## src/rtl/dmem_arbiter_pkg.sv

```systemverilog
// Shared constants for the data-memory arbiter: arbitration modes,
// port identifiers and command-register field widths.
package dmem_arbiter_pkg;

    localparam int ARB_FIXED = 0;
    localparam int ARB_RR    = 1;

    localparam logic PORT_CPU = 1'b0;
    localparam logic PORT_DBG = 1'b1;

    localparam int CMD_ID_W = 1;
    localparam int CMD_WE_W = 1;

    // Index of the granted port from a one-hot 2-bit grant vector
    function automatic logic [CMD_ID_W-1:0] gnt_to_id(input logic [1:0] gnt);
        return gnt[1] ? PORT_DBG : PORT_CPU;
    endfunction

endpackage

```

## src/rtl/dmem_arbiter_if.sv

```systemverilog
// Bundle of requester handshakes and memory-side signals for dmem_arbiter.
// The slave modport is the arbiter; the master modport is the environment
// (requesters plus the external data memory).
interface dmem_arbiter_if #(
    parameter int DATA_W = 32,
    parameter int ADDR_W = 32
);
    logic              i_req_0;
    logic              i_req_1;
    logic              i_we_0;
    logic              i_we_1;
    logic [ADDR_W-1:0] i_addr_0;
    logic [ADDR_W-1:0] i_addr_1;
    logic [DATA_W-1:0] i_wdata_0;
    logic [DATA_W-1:0] i_wdata_1;
    logic              o_gnt_0;
    logic              o_gnt_1;
    logic              o_done_0;
    logic              o_done_1;
    logic [DATA_W-1:0] o_rdata;
    logic              o_err;
    logic [ADDR_W-1:0] o_mem_addr;
    logic [DATA_W-1:0] o_mem_data;
    logic              o_mem_we;
    logic [DATA_W-1:0] i_mem_data;

    modport slave (
        input  i_req_0, i_req_1, i_we_0, i_we_1, i_addr_0, i_addr_1,
               i_wdata_0, i_wdata_1, i_mem_data,
        output o_gnt_0, o_gnt_1, o_done_0, o_done_1, o_rdata, o_err,
               o_mem_addr, o_mem_data, o_mem_we
    );

    modport master (
        output i_req_0, i_req_1, i_we_0, i_we_1, i_addr_0, i_addr_1,
               i_wdata_0, i_wdata_1, i_mem_data,
        input  o_gnt_0, o_gnt_1, o_done_0, o_done_1, o_rdata, o_err,
               o_mem_addr, o_mem_data, o_mem_we
    );

endinterface

```

## src/rtl/dmem_arbiter_rr_arbiter2.sv

```systemverilog
// Two-way arbiter. Grant is combinational from the requests and the
// pointer; in round-robin mode the pointer flips to the port that did not
// win after every grant, in fixed mode port 0 always wins.
module rr_arbiter2
    import dmem_arbiter_pkg::*;
#(
    parameter int ARB_MODE = ARB_RR
) (
    input  logic       i_clk,
    input  logic       i_rst,
    input  logic [1:0] req,
    output logic [1:0] gnt
);

    logic       ptr_r;
    logic [1:0] gnt_s;

    // Grant decode: lone requester always wins, contention resolved by mode
    always_comb begin
        gnt_s = 2'b00;
        case (req)
            2'b01:   gnt_s = 2'b01;
            2'b10:   gnt_s = 2'b10;
            2'b11: begin
                if (ARB_MODE == ARB_FIXED) begin
                    gnt_s = 2'b01;
                end else if (ptr_r == PORT_CPU) begin
                    gnt_s = 2'b01;
                end else begin
                    gnt_s = 2'b10;
                end
            end
            default: gnt_s = 2'b00;
        endcase
    end

    assign gnt = gnt_s;

    // Pointer moves to the non-granted port after each grant (round-robin only)
    always_ff @(posedge i_clk or posedge i_rst) begin
        if (i_rst) begin
            ptr_r <= PORT_CPU;
        end else if ((ARB_MODE == ARB_RR) && (gnt_s != 2'b00)) begin
            ptr_r <= ~gnt_to_id(gnt_s);
        end else begin
            ptr_r <= ptr_r;
        end
    end

endmodule

```

## src/rtl/dmem_arbiter.sv

```systemverilog
// Two-port arbiter/sequencer in front of a single-port data memory.
// Pipeline: A (grant + capture), M (drive memory), R (done/rdata/err).
// Out-of-range addresses never reach the memory as writes and read back 0.
module dmem_arbiter
    import dmem_arbiter_pkg::*;
#(
    parameter int DATA_W    = 32,
    parameter int ADDR_W    = 32,
    parameter int MEM_DEPTH = 128,
    parameter int ARB_MODE  = ARB_RR
) (
    input  logic          i_clk,
    input  logic          i_rst,
    dmem_arbiter_if.slave bus
);

    logic [1:0]          req_s;
    logic [1:0]          gnt_s;
    logic                accept_s;
    logic                we_s;
    logic [ADDR_W-1:0]   addr_s;
    logic [DATA_W-1:0]   wdata_s;

    logic                cmd_valid_r;
    logic [CMD_ID_W-1:0] cmd_id_r;
    logic [CMD_WE_W-1:0] cmd_we_r;
    logic                cmd_ok_r;
    logic [ADDR_W-1:0]   cmd_addr_r;
    logic [DATA_W-1:0]   cmd_wdata_r;
    logic                mem_we_r;

    logic                done_0_r;
    logic                done_1_r;
    logic                err_r;
    logic [DATA_W-1:0]   rdata_r;

    // Range check against the physical memory depth
    function automatic logic addr_ok(input logic [ADDR_W-1:0] a);
        return a < ADDR_W'(MEM_DEPTH);
    endfunction

    assign req_s = {bus.i_req_1, bus.i_req_0};

    rr_arbiter2 #(.ARB_MODE(ARB_MODE)) u_arb (
        .i_clk (i_clk),
        .i_rst (i_rst),
        .req   (req_s),
        .gnt   (gnt_s)
    );

    assign accept_s    = |gnt_s;
    assign bus.o_gnt_0 = gnt_s[0];
    assign bus.o_gnt_1 = gnt_s[1];

    // Mux the granted port's command fields
    always_comb begin
        we_s    = 1'b0;
        addr_s  = {ADDR_W{1'b0}};
        wdata_s = {DATA_W{1'b0}};
        if (gnt_s[1]) begin
            we_s    = bus.i_we_1;
            addr_s  = bus.i_addr_1;
            wdata_s = bus.i_wdata_1;
        end else begin
            we_s    = bus.i_we_0;
            addr_s  = bus.i_addr_0;
            wdata_s = bus.i_wdata_0;
        end
    end

    // Command stage: capture the accepted request; zeros when idle so the memory bus rests at 0
    always_ff @(posedge i_clk or posedge i_rst) begin
        if (i_rst) begin
            cmd_valid_r <= 1'b0;
            cmd_id_r    <= PORT_CPU;
            cmd_we_r    <= 1'b0;
            cmd_ok_r    <= 1'b0;
            cmd_addr_r  <= {ADDR_W{1'b0}};
            cmd_wdata_r <= {DATA_W{1'b0}};
            mem_we_r    <= 1'b0;
        end else if (accept_s) begin
            cmd_valid_r <= 1'b1;
            cmd_id_r    <= gnt_to_id(gnt_s);
            cmd_we_r    <= we_s;
            cmd_ok_r    <= addr_ok(addr_s);
            cmd_addr_r  <= addr_s;
            cmd_wdata_r <= we_s ? wdata_s : {DATA_W{1'b0}};
            mem_we_r    <= we_s & addr_ok(addr_s);
        end else begin
            cmd_valid_r <= 1'b0;
            cmd_id_r    <= PORT_CPU;
            cmd_we_r    <= 1'b0;
            cmd_ok_r    <= 1'b0;
            cmd_addr_r  <= {ADDR_W{1'b0}};
            cmd_wdata_r <= {DATA_W{1'b0}};
            mem_we_r    <= 1'b0;
        end
    end

    assign bus.o_mem_addr = cmd_addr_r;
    assign bus.o_mem_data = cmd_wdata_r;
    assign bus.o_mem_we   = mem_we_r;

    // Response stage: one-cycle done pulse, read data or 0, error flag for bad addresses
    always_ff @(posedge i_clk or posedge i_rst) begin
        if (i_rst) begin
            done_0_r <= 1'b0;
            done_1_r <= 1'b0;
            err_r    <= 1'b0;
            rdata_r  <= {DATA_W{1'b0}};
        end else begin
            done_0_r <= cmd_valid_r & (cmd_id_r == PORT_CPU);
            done_1_r <= cmd_valid_r & (cmd_id_r == PORT_DBG);
            err_r    <= cmd_valid_r & ~cmd_ok_r;
            rdata_r  <= (cmd_valid_r & ~cmd_we_r & cmd_ok_r) ? bus.i_mem_data : {DATA_W{1'b0}};
        end
    end

    assign bus.o_done_0 = done_0_r;
    assign bus.o_done_1 = done_1_r;
    assign bus.o_err    = err_r;
    assign bus.o_rdata  = rdata_r;

endmodule

```

## src/flat_wrapper.sv

```systemverilog
// flat-port wrapper written by rule: the top's interface ports become plain ports
module dmem_arbiter_flat import dmem_arbiter_pkg::*;
#(
    parameter int DATA_W    = 32,
    parameter int ADDR_W    = 32,
    parameter int MEM_DEPTH = 128,
    parameter int ARB_MODE  = ARB_RR
)
  (i_clk, i_rst, bus_i_req_0, bus_i_req_1, bus_i_we_0, bus_i_we_1, bus_i_addr_0, bus_i_addr_1, bus_i_wdata_0, bus_i_wdata_1, bus_i_mem_data, bus_o_gnt_0, bus_o_gnt_1, bus_o_done_0, bus_o_done_1, bus_o_rdata, bus_o_err, bus_o_mem_addr, bus_o_mem_data, bus_o_mem_we);
  dmem_arbiter_if #(.DATA_W(DATA_W), .ADDR_W(ADDR_W)) bus_i ();
  input  logic i_clk;
  input  logic i_rst;
  input wire logic [$bits(bus_i.i_req_0)-1:0] bus_i_req_0;
  input wire logic [$bits(bus_i.i_req_1)-1:0] bus_i_req_1;
  input wire logic [$bits(bus_i.i_we_0)-1:0] bus_i_we_0;
  input wire logic [$bits(bus_i.i_we_1)-1:0] bus_i_we_1;
  input wire logic [$bits(bus_i.i_addr_0)-1:0] bus_i_addr_0;
  input wire logic [$bits(bus_i.i_addr_1)-1:0] bus_i_addr_1;
  input wire logic [$bits(bus_i.i_wdata_0)-1:0] bus_i_wdata_0;
  input wire logic [$bits(bus_i.i_wdata_1)-1:0] bus_i_wdata_1;
  input wire logic [$bits(bus_i.i_mem_data)-1:0] bus_i_mem_data;
  output wire logic [$bits(bus_i.o_gnt_0)-1:0] bus_o_gnt_0;
  output wire logic [$bits(bus_i.o_gnt_1)-1:0] bus_o_gnt_1;
  output wire logic [$bits(bus_i.o_done_0)-1:0] bus_o_done_0;
  output wire logic [$bits(bus_i.o_done_1)-1:0] bus_o_done_1;
  output wire logic [$bits(bus_i.o_rdata)-1:0] bus_o_rdata;
  output wire logic [$bits(bus_i.o_err)-1:0] bus_o_err;
  output wire logic [$bits(bus_i.o_mem_addr)-1:0] bus_o_mem_addr;
  output wire logic [$bits(bus_i.o_mem_data)-1:0] bus_o_mem_data;
  output wire logic [$bits(bus_i.o_mem_we)-1:0] bus_o_mem_we;
  assign bus_i.i_req_0 = bus_i_req_0;
  assign bus_i.i_req_1 = bus_i_req_1;
  assign bus_i.i_we_0 = bus_i_we_0;
  assign bus_i.i_we_1 = bus_i_we_1;
  assign bus_i.i_addr_0 = bus_i_addr_0;
  assign bus_i.i_addr_1 = bus_i_addr_1;
  assign bus_i.i_wdata_0 = bus_i_wdata_0;
  assign bus_i.i_wdata_1 = bus_i_wdata_1;
  assign bus_i.i_mem_data = bus_i_mem_data;
  assign bus_o_gnt_0 = bus_i.o_gnt_0;
  assign bus_o_gnt_1 = bus_i.o_gnt_1;
  assign bus_o_done_0 = bus_i.o_done_0;
  assign bus_o_done_1 = bus_i.o_done_1;
  assign bus_o_rdata = bus_i.o_rdata;
  assign bus_o_err = bus_i.o_err;
  assign bus_o_mem_addr = bus_i.o_mem_addr;
  assign bus_o_mem_data = bus_i.o_mem_data;
  assign bus_o_mem_we = bus_i.o_mem_we;
  dmem_arbiter #(.DATA_W(DATA_W), .ADDR_W(ADDR_W), .MEM_DEPTH(MEM_DEPTH), .ARB_MODE(ARB_MODE)) u_core (.i_clk(i_clk), .i_rst(i_rst), .bus(bus_i));
endmodule
```

## config.mk

```make
export PLATFORM = sky130hd
export DESIGN_NAME = dmem_arbiter_flat
export DESIGN_NICKNAME = d
export VERILOG_FILES = /design/src/rtl/dmem_arbiter_pkg.sv /design/src/rtl/dmem_arbiter_if.sv /design/src/rtl/dmem_arbiter_rr_arbiter2.sv /design/src/rtl/dmem_arbiter.sv /design/src/flat_wrapper.sv
export SDC_FILE = /design/constraint.sdc
export NUM_CORES = 1
export LEC_CHECK = 0
export ABC_AREA = 0
export BUFFER_PORTS_ARGS = -buffer_cell sky130_fd_sc_hd__buf_2
export CELL_PAD_IN_SITES_DETAIL_PLACEMENT = 2
export CELL_PAD_IN_SITES_GLOBAL_PLACEMENT = 2
export CORE_ASPECT_RATIO = 0.9
export CORE_UTILIZATION = 25
export DETAILED_ROUTE_END_ITERATION = 8
export PLACE_DENSITY_LB_ADDON = 0.25
export SYNTH_ARGS = -nofsm -noshare
export SYNTH_HDL_FRONTEND = slang
export SYNTH_HIERARCHICAL = 1
export SYNTH_SLANG_ARGS = --single-unit
```

## constraint.sdc

```tcl
create_clock -name i_clk -period 4.74 [get_ports i_clk]
set_input_delay 0.474 -clock i_clk [delete_from_list [all_inputs] [get_ports i_clk]]
set_output_delay 0.474 -clock i_clk [all_outputs]
set_load 0.005 [all_outputs]
```

==> reports/metrics.cfg <==
[routing]
avgRoutedWirePerCell_um=16.3
vias_per_cell=4.34
antenna_left=0
drtPass1Iterations=5
drt-initial-drc-count=103
vias=3579
drc_errors=0
routed_wl_um=13400

[timing]
finClkSkew_ns=0.00898
post-route-period-util_pct=54.4
setup_viol=0
tightest_slew_ns=0.922
grt_setup_unrepaired=no
setup-tns-final_ns=0
period_needed_ns=2.58
finalHoldViolCount=0
drv_slew=0
slew_headroom_pct=38.6
clock.fmax_mhz=387

[clock_network]
htreeDepth=3
clk_latency_ns=0.34
cts-root-buf=clkbuf_16
clock_sinks=105
ctsResizeCount=0
clk_pin_slew_worst_paths_ns=0.07
cts_buffers=9
cts.path.max_buffers=2
cts_tree=done

[setup_path]
crit_path_max_fanout=59
critPathBufInv=3
cp_data_required_time_ns=4.27
path_cells=inv_1 -> a21boi_4 -> buf_4 -> buf_2
ff2ff_path_depth=7
crit_start=u_core/u_arb/ptr_r$_DFFE_PP0P_
slowest_stage=buf_4
worst_setup_path_start_kind=flip-flop
r2r-end=u_core/cmd_ok_r$_DFF_PP0_
reg2reg_from=u_core/u_arb/ptr_r$_DFFE_PP0P_
slowest_delay_ns=0.54
r2r_setup_slack_ns=2.19
crit_path_end=bus_o_gnt_1
path_depth=4
crit_type=reg2out
crit_family=buffers and inverters
arrival_ns=2.11
end_kind=primary output

[yosys]
synth_area_um2=4030
synth_cell_types=30
yosys-mux-area-fraction_pct=7.94
synth_top_family_by_area=simple AND/OR/NAND/NOR gates
synth-simple-area-share_pct=17.8
ys_seq_area_share_pct=65.2
syn_inst=353
synth-compound-area-share_pct=5.65
syn_avg_cell_area_um2=11.4
syn_nets=519
ys_warn_count=6
synth-xor-area-share_pct=0
synthAdderAreaFrac_pct=0
yosysTopAreaCellShare_pct=65.2
synth.largest_area_cell=dfrtp_1
synth_area_leaders=dfrtp_1, mux2i_1, nand2_1
ys_ff_latch=105

[grt]
grt_max_degree=67
use_met2_pct=28.3
grt_pass1_vias=3864
grtUsageMet1_pct=19.1
track_usage_pct=16.3
top_usage_layer=met2
grt_pass1_wl_um=20300
gr-total-overflow=0
antenna_found_initial=2
met3_usage_pct=5.62

[floorplan]
initial_utilization_pct=25.8
die-area_um2=16600
io_pins=268
die_h_um=122
dieWidth_um=136
rows=43
core_um2=15600

[cells_and_area]
syn_to_final_growth_pct=45.8
fin_util_pct=37.7
drive_gt1_share_pct=47.2
fin_area_um2=5880
final_cell_mix=buf_2, dfrtp_1, nand2_1, nor2_1, and2_1
layout_commonest_cell=buf_2
num-nets-final=782

[hold_path]
worstHoldPathType=in2reg

[pwr]
ir_drop_v=0.000173
power.density_nw_per_um2=344
p_leak_nw=3.30
p_total_w=0.00202

[place]
port-buffer-count=267
place_congestion=0.786
place_hpwl_um=10500
placed_cell_area_um2=5550

[flow_run]
cap_violations=0

[run_status]
status=completed

## per-layer routing
layer / vias up / share of wire, %
met3: 8 / 9.2
met5: - / 0
met2: 161 / 49
li1: 1683 / -
met4: 0 / 0.82
met1: 1727 / 40
## worst min path at each step
stage	from	endpoint	slack, ns	cells after the start
finish	bus_i_mem_data[1]	u_core/bus.o_rdata[1]$_DFF_PP0_	0.33	2
global route	bus_i_mem_data[24]	u_core/bus.o_rdata[24]$_DFF_PP0_	0.32	2
CTS	bus_i_mem_data[26]	u_core/bus.o_rdata[26]$_DFF_PP0_	0.31	2
detailed placement	i_rst	u_core/u_arb/ptr_r$_DFFE_PP0P_	0.35	2
global placement	i_rst	u_core/u_arb/ptr_r$_DFFE_PP0P_	0.34	2
floorplan	i_rst	u_core/u_arb/ptr_r$_DFFE_PP0P_	0.20	1
## state kept, by name, indices dropped and copies added (netlist names)
| name | flops |
|---|---|
| u_core/bus.o_done_0 | 1 |
| u_core/bus.o_rdata | 32 |
| u_core/cmd_ok_r | 1 |
| u_core/bus.o_mem_data | 32 |
| u_core/cmd_we_r | 1 |
| u_core/bus.o_mem_addr | 32 |
| u_core/bus.o_err | 1 |
| u_core/bus.o_mem_we | 1 |
| u_core/cmd_valid_r | 1 |
| u_core/u_arb/ptr_r | 1 |
| u_core/bus.o_done_1 | 1 |
| u_core/cmd_id_r | 1 |
## cells in the mapped netlist
| master | number |
|---|---|
| nor2b_1 | 3 |
| nor3_2 | 1 |
| nor2_1 | 35 |
| and2_1 | 33 |
| or4b_1 | 1 |
| a221oi_2 | 1 |
| a21oi_1 | 1 |
| inv_1 | 4 |
| a22o_1 | 3 |
| buf_2 | 8 |
| or2_2 | 1 |
| a22oi_1 | 1 |
| nand2_1 | 61 |
| nor4b_1 | 1 |
| a21boi_1 | 1 |
| o21ai_0 | 29 |
| and3b_1 | 1 |
| clkbuf_1 | 8 |
| dfrtp_1 | 105 |
| and3_1 | 2 |
| buf_4 | 1 |
| a21boi_0 | 1 |
| nor3_1 | 1 |
| nor4_1 | 8 |
| o21a_1 | 1 |
| or4_1 | 1 |
| buf_6 | 4 |
| o22ai_1 | 1 |
| nand3_1 | 3 |
| mux2i_1 | 32 |
## through the flow
step	std cells	hold WS [ns]	setup WS [ns]
2_1_floorplan	353	0.203	1.53
4_1_cts	823	0.314	2.12
3_5_place_dp	806	0.348	2.01
5_1_grt	823	0.317	1.90
3_3_place_gp	806	0.344	2.15
6_report	825	0.333	2.16
## where the power goes
| part | switching, W | total, W | leakage, nW | internal (W) |
|---|---|---|---|---|
| clock | 0.000341 | 0.000774 | 0.153 | 0.000433 |
| combinational | 0.000155 | 0.000284 | 1.75 | 0.000130 |
| sequential | 0.0000158 | 0.000963 | 1.39 | 0.000948 |
## kinds of logic after synthesis
group,after synthesis
and+or+nand+nor,152
DFF,105
AOI/OAI and AO/OA,39
muxes,32
buffers and inverters,25
## area by class of cell
cell class                 count  area (um2)
clock buffer                  11         243
fill                        1740        9720
clock inverter                 5        67.6
tap                          202         253
multi-input combinational    223        1280
sequential                   105        2630
inverter                       4        17.5
antenna                        2        5.00
timing repair buffer         273        1380
## what timing repair did
item | in CTS | in global routing
setup buffers | 0 | 0
hold buffers | 1 | 0
endpoints found under the hold margin | 1 | 0
No activity file was read; power rests on OpenSTA's default activity.
